<file path="src/rtl/sdram_bist_pkg.sv">
// Shared definitions for the SDRAM BIST controller: FSM state encoding,
// pattern mode codes, index width and the error counter ceiling.
package sdram_bist_pkg;

    localparam int IDX_W = 10;
    localparam int ERR_W = 16;

    // Error counter sticks here instead of wrapping back to zero
    localparam logic [ERR_W-1:0] ERR_CNT_MAX = 16'hFFFF;

    typedef enum logic [3:0] {
        ST_IDLE,
        ST_WAIT_INIT,
        ST_LOAD_WR,
        ST_WRITE,
        ST_LOAD_RD,
        ST_FILL,
        ST_READ,
        ST_DRAIN,
        ST_FINISH
    } state_t;

    typedef enum logic [1:0] {
        MODE_INDEX = 2'd0,   // index, zero-extended
        MODE_INV   = 2'd1,   // bitwise inverse of the zero-extended index
        MODE_WALK  = 2'd2,   // walking one driven by index[3:0]
        MODE_SEED  = 2'd3    // seed XOR index
    } mode_t;

endpackage

</file>
<file path="src/rtl/sdram_bist_patgen.sv">
// Pure combinational test-pattern generator. The controller uses one copy
// to produce write data and a second copy to rebuild the expected read data.
module sdram_bist_patgen
    import sdram_bist_pkg::*;
#(
    parameter int DATA_W = 16
)(
    input  mode_t             mode,
    input  logic [DATA_W-1:0] seed,
    input  logic [IDX_W-1:0]  index,
    output logic [DATA_W-1:0] pattern
);

    // Select the data word for this index under the chosen pattern mode
    always_comb begin
        // NOTE: default first so every path drives pattern and no latch is inferred.
        pattern = '0;
        unique case (mode)
            MODE_INDEX: pattern = DATA_W'(index);
            MODE_INV:   pattern = ~DATA_W'(index);
            MODE_WALK:  pattern = DATA_W'(1) << index[3:0];
            MODE_SEED:  pattern = seed ^ DATA_W'(index);
            default:    pattern = '0;
        endcase
    end

endmodule

</file>
<file path="src/rtl/sdram_bist_ctrl.sv">
// SDRAM built-in self-test controller. Writes a generated pattern through
// the SDRAM write FIFO, reloads the read address, waits for the read FIFO
// to fill, reads the same number of words back and counts mismatches.
// A loss of sdram_init_done during the active phases aborts the run.
module sdram_bist_ctrl
    import sdram_bist_pkg::*;
#(
    parameter int DATA_W    = 16,
    parameter int LOAD_CYC  = 4,
    parameter int FILL_WAIT = 64,
    parameter int RD_LAT    = 1
)(
    input  logic              clk,
    input  logic              rst_n,
    input  logic              start,
    input  logic [9:0]        length,
    input  logic [1:0]        mode,
    input  logic [DATA_W-1:0] seed,
    input  logic              sdram_init_done,
    output logic              wr_load,
    output logic              rd_load,
    output logic              sys_we,
    output logic [DATA_W-1:0] sys_data_in,
    output logic              sys_rd,
    input  logic [DATA_W-1:0] sys_data_out,
    output logic              busy,
    output logic              done,
    output logic              pass,
    output logic              init_lost,
    output logic [15:0]       err_cnt,
    output logic [9:0]        first_err_idx
);

    localparam int WAIT_W = 16;
    localparam logic [WAIT_W-1:0] LOAD_LAST  = WAIT_W'(LOAD_CYC - 1);
    localparam logic [WAIT_W-1:0] FILL_LAST  = WAIT_W'(FILL_WAIT - 1);
    localparam logic [WAIT_W-1:0] DRAIN_LAST = WAIT_W'(RD_LAT - 1);

    state_t             state;
    logic [IDX_W-1:0]   len_q;
    mode_t              mode_q;
    logic [DATA_W-1:0]  seed_q;
    logic [IDX_W-1:0]   idx;        // next word index to issue
    logic [IDX_W-1:0]   rd_idx;     // index of the word currently requested by sys_rd
    logic [WAIT_W-1:0]  wait_cnt;

    logic [RD_LAT-1:0]  cmp_vld;
    logic [IDX_W-1:0]   cmp_idx [RD_LAT];

    logic [DATA_W-1:0]  wr_pat;
    logic [DATA_W-1:0]  cmp_pat;
    logic               cmp_en;
    logic               mismatch;
    logic               abort_win;

    sdram_bist_patgen #(.DATA_W(DATA_W)) u_patgen_wr (
        .mode    (mode_q),
        .seed    (seed_q),
        .index   (idx),
        .pattern (wr_pat)
    );

    sdram_bist_patgen #(.DATA_W(DATA_W)) u_patgen_cmp (
        .mode    (mode_q),
        .seed    (seed_q),
        .index   (cmp_idx[RD_LAT-1]),
        .pattern (cmp_pat)
    );

    // A word returned by the read FIFO is only judged while the run is in its read phases
    assign cmp_en    = cmp_vld[RD_LAT-1] && (state == ST_READ || state == ST_DRAIN);
    assign mismatch  = cmp_en && (sys_data_out != cmp_pat);
    assign abort_win = (state inside {ST_LOAD_WR, ST_WRITE, ST_LOAD_RD,
                                      ST_FILL, ST_READ, ST_DRAIN});

    // Delay the read strobe so it lines up with the data returned RD_LAT cycles later
    always_ff @(posedge clk) begin
        if (!rst_n) begin
            cmp_vld <= '0;
        end else begin
            cmp_vld[0] <= sys_rd;
            for (int i = 1; i < RD_LAT; i++) begin
                cmp_vld[i] <= cmp_vld[i-1];
            end
        end
    end

    // Carry each read index alongside its strobe
    // NOTE: no reset here; stale indices are harmless because cmp_vld gates every use.
    always_ff @(posedge clk) begin
        cmp_idx[0] <= rd_idx;
        for (int i = 1; i < RD_LAT; i++) begin
            cmp_idx[i] <= cmp_idx[i-1];
        end
    end

    // Run sequencing, FIFO strobes and result bookkeeping
    always_ff @(posedge clk) begin
        if (!rst_n) begin
            state         <= ST_IDLE;
            wr_load       <= 1'b1;
            rd_load       <= 1'b1;
            sys_we        <= 1'b0;
            sys_rd        <= 1'b0;
            sys_data_in   <= '0;
            busy          <= 1'b0;
            done          <= 1'b0;
            pass          <= 1'b0;
            init_lost     <= 1'b0;
            err_cnt       <= '0;
            first_err_idx <= '0;
            len_q         <= '0;
            mode_q        <= MODE_INDEX;
            seed_q        <= '0;
            idx           <= '0;
            rd_idx        <= '0;
            wait_cnt      <= '0;
        end else begin
            // NOTE: non-blocking throughout so every update reads pre-edge values.
            done <= 1'b0;

            if (mismatch) begin
                if (err_cnt != ERR_CNT_MAX) begin
                    err_cnt <= err_cnt + 16'd1;
                end
                if (err_cnt == '0) begin
                    first_err_idx <= cmp_idx[RD_LAT-1];
                end
            end

            if (abort_win && !sdram_init_done) begin
                // SDRAM fell out of init: stop all traffic and report the loss
                sys_we    <= 1'b0;
                sys_rd    <= 1'b0;
                wr_load   <= 1'b0;
                rd_load   <= 1'b0;
                init_lost <= 1'b1;
                state     <= ST_FINISH;
            end else begin
                case (state)
                    ST_IDLE: begin
                        if (start) begin
                            len_q         <= length;
                            mode_q        <= mode_t'(mode);
                            seed_q        <= seed;
                            err_cnt       <= '0;
                            first_err_idx <= '0;
                            init_lost     <= 1'b0;
                            idx           <= '0;
                            busy          <= 1'b1;
                            state         <= ST_WAIT_INIT;
                        end
                    end

                    ST_WAIT_INIT: begin
                        if (sdram_init_done) begin
                            rd_load  <= 1'b0;
                            wait_cnt <= '0;
                            state    <= ST_LOAD_WR;
                        end
                    end

                    ST_LOAD_WR: begin
                        if (wait_cnt == LOAD_LAST) begin
                            wr_load  <= 1'b0;
                            wait_cnt <= '0;
                            if (len_q != '0) begin
                                sys_we      <= 1'b1;
                                sys_data_in <= wr_pat;
                                idx         <= idx + 1'b1;
                                state       <= ST_WRITE;
                            end else begin
                                rd_load <= 1'b1;
                                state   <= ST_LOAD_RD;
                            end
                        end else begin
                            wait_cnt <= wait_cnt + 1'b1;
                        end
                    end

                    ST_WRITE: begin
                        if (idx == len_q) begin
                            sys_we   <= 1'b0;
                            idx      <= '0;
                            rd_load  <= 1'b1;
                            wait_cnt <= '0;
                            state    <= ST_LOAD_RD;
                        end else begin
                            sys_data_in <= wr_pat;
                            idx         <= idx + 1'b1;
                        end
                    end

                    ST_LOAD_RD: begin
                        if (wait_cnt == LOAD_LAST) begin
                            rd_load  <= 1'b0;
                            wait_cnt <= '0;
                            state    <= ST_FILL;
                        end else begin
                            wait_cnt <= wait_cnt + 1'b1;
                        end
                    end

                    ST_FILL: begin
                        if (wait_cnt == FILL_LAST) begin
                            wait_cnt <= '0;
                            if (len_q != '0) begin
                                sys_rd <= 1'b1;
                                rd_idx <= '0;
                                idx    <= idx + 1'b1;
                                state  <= ST_READ;
                            end else begin
                                state <= ST_DRAIN;
                            end
                        end else begin
                            wait_cnt <= wait_cnt + 1'b1;
                        end
                    end

                    ST_READ: begin
                        if (idx == len_q) begin
                            sys_rd   <= 1'b0;
                            idx      <= '0;
                            wait_cnt <= '0;
                            state    <= ST_DRAIN;
                        end else begin
                            rd_idx <= idx;
                            idx    <= idx + 1'b1;
                        end
                    end

                    ST_DRAIN: begin
                        if (wait_cnt == DRAIN_LAST) begin
                            state <= ST_FINISH;
                        end else begin
                            wait_cnt <= wait_cnt + 1'b1;
                        end
                    end

                    ST_FINISH: begin
                        done    <= 1'b1;
                        pass    <= (err_cnt == '0) && !init_lost;
                        busy    <= 1'b0;
                        wr_load <= 1'b1;
                        rd_load <= 1'b1;
                        state   <= ST_IDLE;
                    end

                    default: state <= ST_IDLE;
                endcase
            end
        end
    end

endmodule

</file>
<file path="config.mk">
export PLATFORM = sky130hd
export DESIGN_NAME = sdram_bist_ctrl
export DESIGN_NICKNAME = d
export VERILOG_FILES = /design/src/rtl/sdram_bist_pkg.sv /design/src/rtl/sdram_bist_patgen.sv /design/src/rtl/sdram_bist_ctrl.sv
export SDC_FILE = /design/constraint.sdc
export NUM_CORES = 1
export LEC_CHECK = 0
export CORE_UTILIZATION = 55
export CTS_CLUSTER_SIZE = 20
export DETAILED_ROUTE_END_ITERATION = 8
export GPL_TIMING_DRIVEN = 0
export MAX_ROUTING_LAYER = met4
export PLACE_DENSITY = 0.89
export SETUP_SLACK_MARGIN = 0.2
export SYNTH_ARGS = -nofsm -noshare
export SYNTH_HDL_FRONTEND = slang
export SYNTH_SLANG_ARGS = --single-unit
</file>
<file path="constraint.sdc">
create_clock -name clk -period 3.3 [get_ports clk]
set_input_delay 0.66 -clock clk [delete_from_list [all_inputs] [get_ports clk]]
set_output_delay 0.66 -clock clk [all_outputs]
set_load 0.005 [all_outputs]
</file>
[Yosys cells after proc, flatten, opt, wreduce, memory -nomap -nowiden]
Memory sizes are Yosys's and may differ from the RTL's.
Cells that the tools add are included.
Word-level totals
  register bits after elaboration: 119
  memory bits (writable): 10
  input port bits: 48
  output and inout bits: 50
  logic and storage cells: 175
  memories kept: 1
Memory list
  cmp_idx: depth 1, width 10, read ports 1, clocked after Yosys merged registers in 0, write ports 1, RTL line sdram_bist_ctrl.sv:48  | logic [IDX_W-1:0] cmp_idx [RD_LAT];
Operators by class
  $add $sub $neg: 3
  eq/ne operators: 39
  shift-type cells: 2
  mux-type cells: 65
  bitwise gates (word level): 6
  reduce and logical (&&, ||, !) cells: 39
Operators by type and width (count)
  2-to-1 mux 16 bit: 13
  2-to-1 mux 10 bit: 13
  one-hot mux 16 bit (4 select lines): 2
  one-hot mux 16 bit (5 select lines): 1
  one-hot mux 10 bit (4 select lines): 1
  2-to-1 mux 4 bit: 9
  adder 16 x 1 -> 16 bit, second input constant: 2
  logical NOT 16 bit: 2
  NOT 10 -> 16 bit: 2
  one-hot mux 16 bit (2 select lines): 1
  one-hot mux 4 bit (8 select lines): 1
  left shift 1 x 4 -> 16 bit, first input constant: 2
  XOR 16 x 10 -> 16 bit: 2
  one-hot mux 10 bit (2 select lines): 1
  AND reduction 5 bit: 4
  inequality test 2 x 1 -> 1 bit, second input constant: 9
  inequality test 3 x 1 -> 1 bit, second input constant: 6
  2-to-1 mux 1 bit: 17
  == test 16 x 2 -> 1 bit, second input constant: 1
  == test 16 x 6 -> 1 bit, second input constant: 1
  == test 4 x 3 -> 1 bit, second input constant: 4
  inequality test 16 bit: 1
  inequality test 16 bit, second input constant: 1
  AND reduction 8 bit: 2
  29 further kinds: 56

[Depth between registers and ports, before layout]
An unclocked memory read counts as a cell.
  depth in word-level cells: 9
  depth in mapped cells: 13
  mapped depth without buffers: 9

[Modules after synthesis]
From an unflattened synthesis, not the netlist that was laid out.
Unflattened totals
  cell total of the unflattened synthesis: 863
  area, all modules: 7041.8 um^2
Modules (own cells, without submodules)
  sdram_bist_ctrl: instances 1, cells an instance 709, area each 5960.7 um^2, sequential area each 2582.5 um^2
  sdram_bist_patgen: instances 2, cells an instance 77, area each 540.5 um^2, sequential area each 0.0 um^2

[Worst setup path after synthesis]
Ideal clock, no wire load.
  path kind: register to register
  start point: register mode_q[1]
  end point: register err_cnt[7]
  library setup time: 0.123 ns
  arrival time: 2.299 ns
  required time: 3.177 ns
  setup slack: 0.878 ns
  stages on the path, launching flop included: 11
  buffers on the path: 3
  period minus slack after synthesis: 2.422 ns
  cell sequence: dfxtp_1 -> buf_6 -> inv_2 -> buf_6 -> a22o_1 -> or3b_1 -> a2111o_1 -> or2_1 -> buf_6 -> nand3_1 -> mux2_1
On the way
  cells in the longest elaborated chain, start to end: 8
  elaborated cells between the ends (all ways): 11
  classes of those cells: eq/ne (4); mux (5); reduce/logical (2)
RTL lines
  from (decl): RTL line sdram_bist_ctrl.sv:41  | mode_t mode_q;
  from (signal assigned): RTL line sdram_bist_ctrl.sv:144  | mode_q <= mode_t'(mode);
  == test 2 bit, or another cell as far along: RTL line sdram_bist_patgen.sv:18  | unique case (mode)
  one-hot mux 16 bit (4 select lines) *: RTL line sdram_bist_patgen.sv:18
  inequality test 16 bit *: RTL line sdram_bist_ctrl.sv:72  | assign mismatch = cmp_en && (sys_data_out != cmp_pat);
  logical AND 1 bit *: RTL line sdram_bist_ctrl.sv:72
  2-to-1 mux 16 bit *: RTL line sdram_bist_ctrl.sv:122  | if (mismatch) begin
  2-to-1 mux 16 bit: RTL line sdram_bist_ctrl.sv:142  | if (start) begin
  2-to-1 mux 16 bit: RTL line sdram_bist_ctrl.sv:140  | case (state)
  2-to-1 mux 16 bit *: RTL line sdram_bist_ctrl.sv:131  | if (abort_win && !sdram_init_done) begin
  to (signal assigned): RTL line sdram_bist_ctrl.sv:124  | err_cnt <= err_cnt + 16'd1;
  to (decl): RTL line sdram_bist_ctrl.sv:30  | output logic [15:0] err_cnt,
Mark *: on every way between the ends. The rest lies on a longest branch, timed or not.
A chain may end at the register's enable or synchronous reset.

[Worst setup path after layout]
  start point: register mode_q[1]
  end point: register first_err_idx[6]
On the way
  cells in the longest elaborated chain, start to end: 8
  elaborated cells between the ends (all ways): 11
  classes of those cells: eq/ne (4); mux (5); reduce/logical (2)
RTL lines
  == test 2 bit, or another cell as far along: RTL line sdram_bist_patgen.sv:18
  one-hot mux 16 bit (4 select lines) *: RTL line sdram_bist_patgen.sv:18
  inequality test 16 bit *: RTL line sdram_bist_ctrl.sv:72
  logical AND 1 bit *: RTL line sdram_bist_ctrl.sv:72
  2-to-1 mux 10 bit *: RTL line sdram_bist_ctrl.sv:122
  2-to-1 mux 10 bit: RTL line sdram_bist_ctrl.sv:142
  2-to-1 mux 10 bit: RTL line sdram_bist_ctrl.sv:140
  2-to-1 mux 10 bit *: RTL line sdram_bist_ctrl.sv:131
  to (signal assigned): RTL line sdram_bist_ctrl.sv:127  | first_err_idx <= cmp_idx[RD_LAT-1];
  to (decl): RTL line sdram_bist_ctrl.sv:31  | output logic [9:0] first_err_idx
Marked as above.

==> run_results.csv <==
group,metric,value,unit
floorplanning,initial_core_util,0.562,
yosys,yosys_warnings,0,
sta,setup_tns,0,ps
detailed_routing,avgViaCountPerCell,5.95,
yosys,async_reset_ff_frac,0,
clock_tree,cts_num_sinks,129,
run_status,outcome,"finished, final reports clean",
floorplanning,dieArea,0.0133,mm2
layout,fin_cells,1195,
sta,setup_viol,0,
sta,min_period,2920,ps
yosys,syn_area,0.00706,mm2
floorplanning,fp.coreArea,0.0126,mm2
yosys,synth-edff-count,0,
global_routing,antenna_found_initial,0,
placed_design,gp_congestion,0.957,
worst_setup_path,cp.arrival,3280,ps
detailed_routing,drc,0,
worst_setup_path,worst-setup-path-type,"register to register",
global_routing,grt_max_degree,17,
clock_tree,clk_pin_slew,60,ps
pwr,p_leak,3.26,nW
floorplanning,die_y,115,um
min_path,min-delay-path-class,"register to register",
sta,maxSlewViolCount,0,
worst_setup_path,critPathLaunchType,"register",
sta,hold_violations,0,
clock_tree,cts_tree,"built",
detailed_routing,first_pass_iters,7,
floorplanning,io_pins,98,
sta,worst_pin_slew,790,ps
layout,final_cell_mix,"nand2_1 (136), dfxtp_1 (129), clkdlybuf4s50_1 (95)",
placed_design,placed_area,0.00823,mm2
layout,post_route_cells_drive_above_1_share,0.0567,
global_routing,grt.total_usage,0.312,
pwr,p_total,5.44,mW
pwr,ir_drop,0.000384,V
yosys,syn_nets,954,
sta,relSlewSlack,0.469,
pwr,power.density,615,mW/mm2
detailed_routing,ant_nets,0,
yosys,ys_types,74,
layout,final_common_cell,"nand2_1",
worst_setup_path,cp_top_family,"simple AND/OR/NAND/NOR gates",
detailed_routing,drt_iter0_drc,756,
floorplanning,rows,41,
worst_setup_path,cp-end-kind,"register",
placed_design,dp_hpwl,13900,um
clock_tree,htreeDepth,4,
yosys,ys_ff_latch,129,
sta,rsz0062_at_grt,"no",
yosys,synth.top_cell.area_share,0.366,
yosys,synthFlopType,"dfxtp_1",
clock_tree,cts-root-buf,"clkbuf_16",
yosys,syn_area_per_cell,7.88,um2
worst_setup_path,cp_max_fo,10,
worst_setup_path,worstPathRequired,3660,ps
worst_setup_path,critPathMostFrequentCell,"buf_6",
clock_tree,cts_inserted_buffers,17,
detailed_routing,post_drt_wl_per_cell,16.2,um
sta,fmax,0.343,GHz
worst_setup_path,cpPeakStageDelay,370,ps
yosys,synth_area_leaders,"dfxtp_1 (37%), nand2_1 (7.2%), a21oi_1 (4.6%)",
detailed_routing,vias,7115,
layout,n_antenna_cell,0,
global_routing,grt_pass1_vias,6300,
layout,nets,1068,
worst_setup_path,path_buf_inv,3,
global_routing,grt_pass1_wl,31200,um
global_routing,grt-ovfl-total,0,
clock_tree,clkLatencyLatePin,430,ps
layout,syn2layout_area_growth,25.3,%
sta,fin_skew,10.7,ps
flow_run,drv_cap,0,
worst_setup_path,cp_slowest_cell,"clkbuf_1",
clock_tree,clk_path_buf_depth,2,
yosys,yosysSeqAreaShare,0.366,
sta,post-route-period-util,0.885,
worst_setup_path,cp_cell_sequence,"clkbuf_1, nand2b_1, a22oi_1, xnor2_1, nor4_1, nand4_1, or2_1, buf_6, nand3b_1, buf_6, mux2i_1",
floorplanning,die_w,115,um
clock_tree,holdBufCountCts,0,
yosys,synth_cells,896,
detailed_routing,routed_wl,19400,um
yosys,synth_largest_area_cell,"dfxtp_1",
placed_design,portBuffers,95,
placed_design,place_inst,1163,
layout,postLayoutCellArea,0.00885,mm2
## worst reg2reg max path, delay by kind of cell, from the launching register on
kind | cells | cell delay [ps]
AO/OA/AOI/OAI | 1 | 210
XOR/XNOR | 1 | 90
buffers and inverters | 3 | 690
flip-flops | 1 | 340
multiplexers | 1 | 200
AND/OR/NAND/NOR | 5 | 1310
## synthesized netlist by cell type (all sizes together), types with 5 or more instances
cell type / instances
nand2: 137
a22oi: 11
buf: 21
o2111ai: 7
a32oi: 6
and2: 8
clkbuf: 45
nor2b: 11
inv: 17
nor3: 16
dfxtp: 129
o211ai: 6
a311oi: 5
nand2b: 11
a21oi: 65
nor2: 85
nand3: 39
xor2: 31
nor4: 13
nand4: 20
mux2i: 15
or3: 14
a211oi: 13
o21ai: 31
nand3b: 9
ha: 10
xnor2: 30
and3: 25
## cells by family (layout without fill, tap and decap cells)
group,Yosys count,in the layout,share of synthesized area
AO/OA/AOI/OAI,187,187,0.174
XOR/XNOR,61,61,0.0756
adder cells (fa/ha/maj),11,11,0.0191
buffers and inverters,84,211,0.0558
flip-flops,129,129,0.366
multiplexers,16,16,0.0228
AND/OR/NAND/NOR,408,408,0.287
## sequential cells by signal, summed over array words and instances, names as in the netlist, 2 cells and up
| signal | count |
|---|---|
| sys_data_in | 16 |
| seed_q | 16 |
| len_q | 10 |
| cmp_idx | 10 |
| idx | 10 |
| mode_q | 2 |
| wait_cnt | 16 |
| rd_idx | 10 |
| first_err_idx | 10 |
| err_cnt | 16 |
| state | 4 |
## worst paths after layout
kind,depth (start not counted),slack (ps),start,to
worst max-delay path,11,380,mode_q[1],first_err_idx[6]
worst min-delay path,0,350,rd_idx[1],cmp_idx[0][1]
worst max register to register,11,380,mode_q[1],first_err_idx[6]
worst min register to register,0,350,rd_idx[1],cmp_idx[0][1]
## routing by layer
| metal | track usage | wire, um | vias to the layer above |
|---|---|---|---|
| li1 | - | - | 3419 |
| met1 | 0.403 | 8480 | 3335 |
| met2 | 0.473 | 9100 | 307 |
| met3 | 0.0627 | 1260 | 54 |
| met4 | 0.132 | 550 | 0 |
| met5 | - | 0 | - |
## repair_timing
| action | 4_1_cts | 5_1_grt |
|---|---|---|
| setup endpoints to repair | 0 | 10 |
| hold endpoints to repair | 0 | 0 |
| resized for setup | 0 | 2 |
| setup buffers | 0 | 0 |
## power breakdown
part	internal (mW)	leakage [nW]	switching (mW)	total, mW
clock	1.26	0.300	0.716	1.98
combinational	0.619	1.91	1.04	1.66
sequential	1.69	1.04	0.112	1.81
total	3.57	3.26	1.87	5.44
## stage by stage
stage	setup slack (ps)	hold WS (ps)	util
after floorplan	878	331	-
after global placement	247	337	0.655
after detailed placement	194	340	0.655
after CTS	397	349	0.704
after global routing	217	360	0.704
final	380	350	0.704
## final cells by class
cell class | instances | area, um2
fill | 1022 | 3720
clock inverter | 14 | 190
clock buffer | 18 | 429
inverter | 18 | 67.6
sequential | 129 | 2580
tap | 172 | 215
buffer | 66 | 328
timing repair buffer | 95 | 951
multi-input combinational | 683 | 4090
(Power assumes the default switching activity.)
==> RTL change 1, RTL diff (same flow settings) <==
Make the reset (`rst_n`) asynchronous in 2 clocked blocks.
--- a/src/rtl/sdram_bist_ctrl.sv
+++ b/src/rtl/sdram_bist_ctrl.sv
@@ -75,5 +75,5 @@
 
     // Delay the read strobe so it lines up with the data returned RD_LAT cycles later
-    always_ff @(posedge clk) begin
+    always_ff @(posedge clk or negedge rst_n) begin
         if (!rst_n) begin
             cmp_vld <= '0;
@@ -96,5 +96,5 @@
 
     // Run sequencing, FIFO strobes and result bookkeeping
-    always_ff @(posedge clk) begin
+    always_ff @(posedge clk or negedge rst_n) begin
         if (!rst_n) begin
             state         <= ST_IDLE;
Formal check against the unedited RTL: differs if rst_n is asserted again (counterexample within 4 cycles, from zero or initial values and one cycle with rst_n low); with rst_n held inactive, the same outputs for 4 cycles.
==> RTL change 1 against the original RTL <==
  * Die area is 6.6% higher
  * Synthesized area up 6.7%
  * Power up 33%
  * Wire length is 6.6% higher
  * Final area up 5.6%
  * Core utilization is 0.11 points lower
  * Setup slack worse by 140 ps
  * Sequential cell count stayed put
  * Sequential share of layout area up 4.8 points
  * Global-route usage shrank 0.16 points
  * First-iteration DRC count fell by 4.6%
  * Clock power is 8% lower
  * Largest cell class unchanged
==> RTL change 1: results <==
# TYPE chip_impl_metric gauge
chip_impl_metric{name="slew_at_the_pin_closest_to_its_max_slew_limit",unit="ps"} 790.9
chip_impl_metric{name="placement.setup.worst_slack",unit="ps"} 126.7
chip_impl_metric{name="routed-wl-met3",unit="mm"} 1.643
chip_impl_metric{name="grtUsageMet2",unit="%"} 48.95
chip_impl_metric{name="number_of_global_route_vias_before_repair",unit=""} 6856
chip_impl_metric{name="placed_area",unit="um^2"} 8757
chip_impl_metric{name="drive_gt1_share",unit="%"} 7.364
chip_impl_metric{name="timing.reg2reg.worst_path_depth",unit=""} 12
chip_impl_metric{name="cp_slowest_stage_delay",unit="ps"} 340
chip_impl_metric{name="critPathArrivalTime",unit="ps"} 3390
chip_impl_info{name="status",value="finished, final reports clean"} 1
chip_impl_info{name="cp_top_family",value="buffers and inverters"} 1
chip_impl_metric{name="reg2reg_setup_slack",unit="ps"} 240
chip_impl_metric{name="dp_hpwl",unit="mm"} 14.40
chip_impl_info{name="worst_setup_endpoint",value="first_err_idx[8]$_DFF_PN0_"} 1
chip_impl_info{name="r2r_start",value="cmp_idx[0][2]$_DFF_P_"} 1
chip_impl_metric{name="setup_skew",unit="ps"} 11.62
chip_impl_metric{name="synth-async-reset-ratio",unit="%"} 92.25
chip_impl_metric{name="first_iter_violations",unit=""} 721
chip_impl_metric{name="routed_via_density",unit=""} 5.986
chip_impl_metric{name="worst_ir_drop_on_vdd",unit="V"} 0.0006438
chip_impl_metric{name="grt_max_degree",unit=""} 96
chip_impl_metric{name="seq_area_frac_synth",unit="%"} 42.20
chip_impl_metric{name="leakage",unit="uW"} 0.003897
chip_impl_metric{name="clockNetworkPower",unit="uW"} 1830
chip_impl_metric{name="grt.total_usage",unit="%"} 31.04
chip_impl_metric{name="routabilityCongestion",unit=""} 0.9563
chip_impl_metric{name="use_met3",unit="%"} 6.226
chip_impl_metric{name="final_worst_path_period_need",unit="ps"} 3058
chip_impl_info{name="synth_top_cells_by_area",value="sky130_fd_sc_hd__dfrtp_1 (39%), sky130_fd_sc_hd__nand2_1 (9.5%), sky130_fd_sc_hd__o21ai_0 (6.1%)"} 1
chip_impl_info{name="netlist_top_cells_count",value="sky130_fd_sc_hd__nand2_1 (190), sky130_fd_sc_hd__dfrtp_1 (117), sky130_fd_sc_hd__o21ai_0 (92), sky130_fd_sc_hd__nor2_1 (51), sky130_fd_sc_hd__clkbuf_1 (45)"} 1
chip_impl_metric{name="design.final.nets",unit=""} 1077
chip_impl_info{name="dominant_power_group",value="combinational cells"} 1
chip_impl_metric{name="port-buffer-count",unit=""} 97
[RTL change 1: changes by cell type in the layout (fill, tap and decap cells not counted), moves of 10 or more]
cell / change
sky130_fd_sc_hd__o21ai_0: +62
sky130_fd_sc_hd__dfxtp_1: -119
sky130_fd_sc_hd__nand2_1: +53
sky130_fd_sc_hd__dfrtp_1: +117
sky130_fd_sc_hd__a21oi_1: -36
sky130_fd_sc_hd__nand2b_1: +14
sky130_fd_sc_hd__and3_1: -12
sky130_fd_sc_hd__nor2_1: -34
sky130_fd_sc_hd__or3_1: -10
sky130_fd_sc_hd__xor2_1: -11
sky130_fd_sc_hd__xnor2_1: -11
[RTL change 1: logic make-up (layout without fill, tap and decap cells)]
family                     Yosys count  count (layout)  share of synthesized area, %
and+or+nand+nor                    411             411                         26.25
DFF                                129             129                         42.20
buffers and inverters               85             215                         4.947
adders and majority gates           10              10                         1.660
AOI/OAI and AO/OA                  207             207                         17.58
muxes                               21              21                         2.839
xor gates and xnor gates            39              39                         4.532
[RTL change 1: what timing repair did]
action                     4_1_cts  5_1_grt
buffers inserted                 0        0
setup endpoints to repair        0       22
hold buffers                     0        0
resized for setup                0       10
[RTL change 1: final cells by class]
cell class | instances | area, um^2
multi-input cells | 688 | 3990
fillers | 1009 | 3946
flip-flops and latches | 129 | 3181
repair buffers | 98 | 999.7
clock buffers | 18 | 429.2
plain buffers | 61 | 290.3
well taps | 176 | 220.2
clock inverters | 14 | 148.9
inverters | 24 | 90.09
[RTL change 1: through the flow]
stage                     TNS, ps  cells  power (uW)  hold WS [ps]
final                           0   1208        7211         99.35
after global routing            0   1208        7663         103.3
after CTS                       0   1208        7154         100.4
after detailed placement        0   1176        5286         358.6
after global placement    -367970   1175        5190         353.9
after floorplan                 0    902        4269         347.0
==> RTL change 2, RTL diff (config.mk and constraints unchanged) <==
Without the edit above. `RD_LAT`: 1 -> 2.
--- a/src/rtl/sdram_bist_ctrl.sv
+++ b/src/rtl/sdram_bist_ctrl.sv
@@ -9,5 +9,5 @@
     parameter int LOAD_CYC  = 4,
     parameter int FILL_WAIT = 64,
-    parameter int RD_LAT    = 1
+    parameter int RD_LAT    = 2
 )(
     input  logic              clk,
Formal check against the unedited RTL: same outputs for any inputs over 4 cycles, from zero or initial values and one cycle with rst_n low; that may be too few to reach the edited logic, so the function may still have changed.
==> RTL change 2 against the original RTL <==
  * Sequential share of layout area rose by 1.1 points
  * Clock power is 8% lower
  * Count of clock-buffer cells in the layout unchanged
  * Synthesized area rose by 4.8%
  * Via count is 7.3% higher
  * Final area increased by 4.7%
  * Synthesized cell count up 2.1%
  * Setup slack got worse by 110 ps
  * Wire length grew 14%
  * Power grew 0.94%
  * Sequential cell count increased by 11
  * Cell count is 2.4% higher
  * Global-route usage grew 1.6 points
  * Highest routed layer unchanged
==> RTL change 2: results <==
# TYPE chip_impl_metric gauge
chip_impl_metric{name="global_route.usage.met1",unit="%"} 40.89
chip_impl_metric{name="routabilityCongestion",unit=""} 0.9826
chip_impl_metric{name="met2RoutedLength",unit="mm"} 10.28
chip_impl_metric{name="wire_per_inst",unit="um"} 18.06
chip_impl_metric{name="leakage",unit="uW"} 0.003340
chip_impl_metric{name="clkSinkCount",unit=""} 140
chip_impl_metric{name="seq_area_frac_synth",unit="%"} 37.87
chip_impl_info{name="hold_path.startpoint",value="cmp_idx[0][0]$_DFF_P_"} 1
chip_impl_metric{name="mappedNetlistNets",unit=""} 973
chip_impl_metric{name="multi_input_comb_cells",unit=""} 677
chip_impl_metric{name="grtUsageMet2",unit="%"} 51.47
chip_impl_metric{name="seq_area",unit="um^2"} 2803
chip_impl_metric{name="max_slew_margin",unit="%"} 53.20
chip_impl_metric{name="global_route_wire_length_before_repair",unit="mm"} 35.12
chip_impl_metric{name="port-buffer-count",unit=""} 97
chip_impl_info{name="synth_top_cells_by_area",value="sky130_fd_sc_hd__dfxtp_1 (38%), sky130_fd_sc_hd__nand2_1 (5.8%), sky130_fd_sc_hd__a21boi_0 (4.2%)"} 1
chip_impl_metric{name="cp_slowest_stage_delay",unit="ps"} 590
chip_impl_metric{name="timing.reg2reg.worst_path_depth",unit=""} 12
chip_impl_metric{name="critPathArrivalTime",unit="ps"} 3320
chip_impl_metric{name="grt.total_usage",unit="%"} 32.82
chip_impl_metric{name="clock_cell_area_share",unit="%"} 6.102
chip_impl_metric{name="number_of_global_route_vias_before_repair",unit=""} 6975
chip_impl_metric{name="routed-wl-met3",unit="mm"} 1.968
chip_impl_metric{name="routed_via_density",unit=""} 6.235
chip_impl_metric{name="share_of_the_synthesized_area_in_compound_gates_ao_oa_aoi_oai",unit="%"} 22.42
chip_impl_metric{name="area_share_nonclk_buffers",unit="%"} 14.12
chip_impl_info{name="r2r_start",value="mode_q[0]$_SDFFE_PN0P_"} 1
chip_impl_metric{name="multi_input_comb_area",unit="um^2"} 4270
chip_impl_metric{name="worst_ir_drop_on_vdd",unit="V"} 0.0003213
chip_impl_info{name="status",value="finished, final reports clean"} 1
chip_impl_metric{name="netSwitchingFraction",unit="%"} 36.58
chip_impl_info{name="netlist_top_cells_count",value="sky130_fd_sc_hd__dfxtp_1 (140), sky130_fd_sc_hd__nand2_1 (115), sky130_fd_sc_hd__clkbuf_1 (55), sky130_fd_sc_hd__nor2_1 (55), sky130_fd_sc_hd__a21oi_1 (50)"} 1
chip_impl_metric{name="comb-power",unit="uW"} 1710
chip_impl_metric{name="synthMuxAreaShare",unit="%"} 1.352
chip_impl_metric{name="post_synth_fa_ha_maj_area_fraction",unit="%"} 1.826
==> RTL change 2: cell count changes after synthesis, moves of 7 or more <==
cell                       unedited run  this run
sky130_fd_sc_hd__nor3_1              15        24
sky130_fd_sc_hd__o211a_1              2        14
sky130_fd_sc_hd__o21ai_0             29        37
sky130_fd_sc_hd__clkbuf_1            44        55
sky130_fd_sc_hd__dfxtp_1            129       140
sky130_fd_sc_hd__xor2_1              31        20
sky130_fd_sc_hd__buf_6                8         1
sky130_fd_sc_hd__inv_1               16        26
sky130_fd_sc_hd__nand2_1            136       115
sky130_fd_sc_hd__and3_1              25        17
sky130_fd_sc_hd__o311ai_0             1        10
sky130_fd_sc_hd__a21oi_1             65        50
sky130_fd_sc_hd__nor2_1              85        55
sky130_fd_sc_hd__a21boi_0             1        41
==> RTL change 2: through the flow <==
step / cell area (um^2) / worst slack [ps] / hold slack, ps / power [uW] / instances
floorplan: 7401 / 746.2 / 309.6 / 3006 / 915
global placement: 8592 / -395.7 / 310.7 / 3503 / 1188
detailed placement: 8592 / -423.4 / 312.1 / 3534 / 1188
CTS: 9188 / 207.2 / 325.3 / 5357 / 1220
global route: 9269 / 198.3 / 333.6 / 5730 / 1224
finish: 9269 / 266.0 / 321.0 / 5490 / 1224
==> RTL change 2: cells by family (layout without fill, tap and decap cells) <==
| group | count (synthesis) | count (layout) |
|---|---|---|
| flops | 140 | 140 |
| compound gates | 238 | 238 |
| mux | 10 | 10 |
| simple gates | 365 | 365 |
| buf+inv | 98 | 231 |
| xor+xnor | 53 | 53 |
| fa+ha+maj | 11 | 11 |
==> RTL change 2: repair_timing <==
item,in CTS,in global routing
endpoints found under the setup margin,60,71
buffers inserted,0,4
gates resized for setup,6,28
pin swaps,0,1
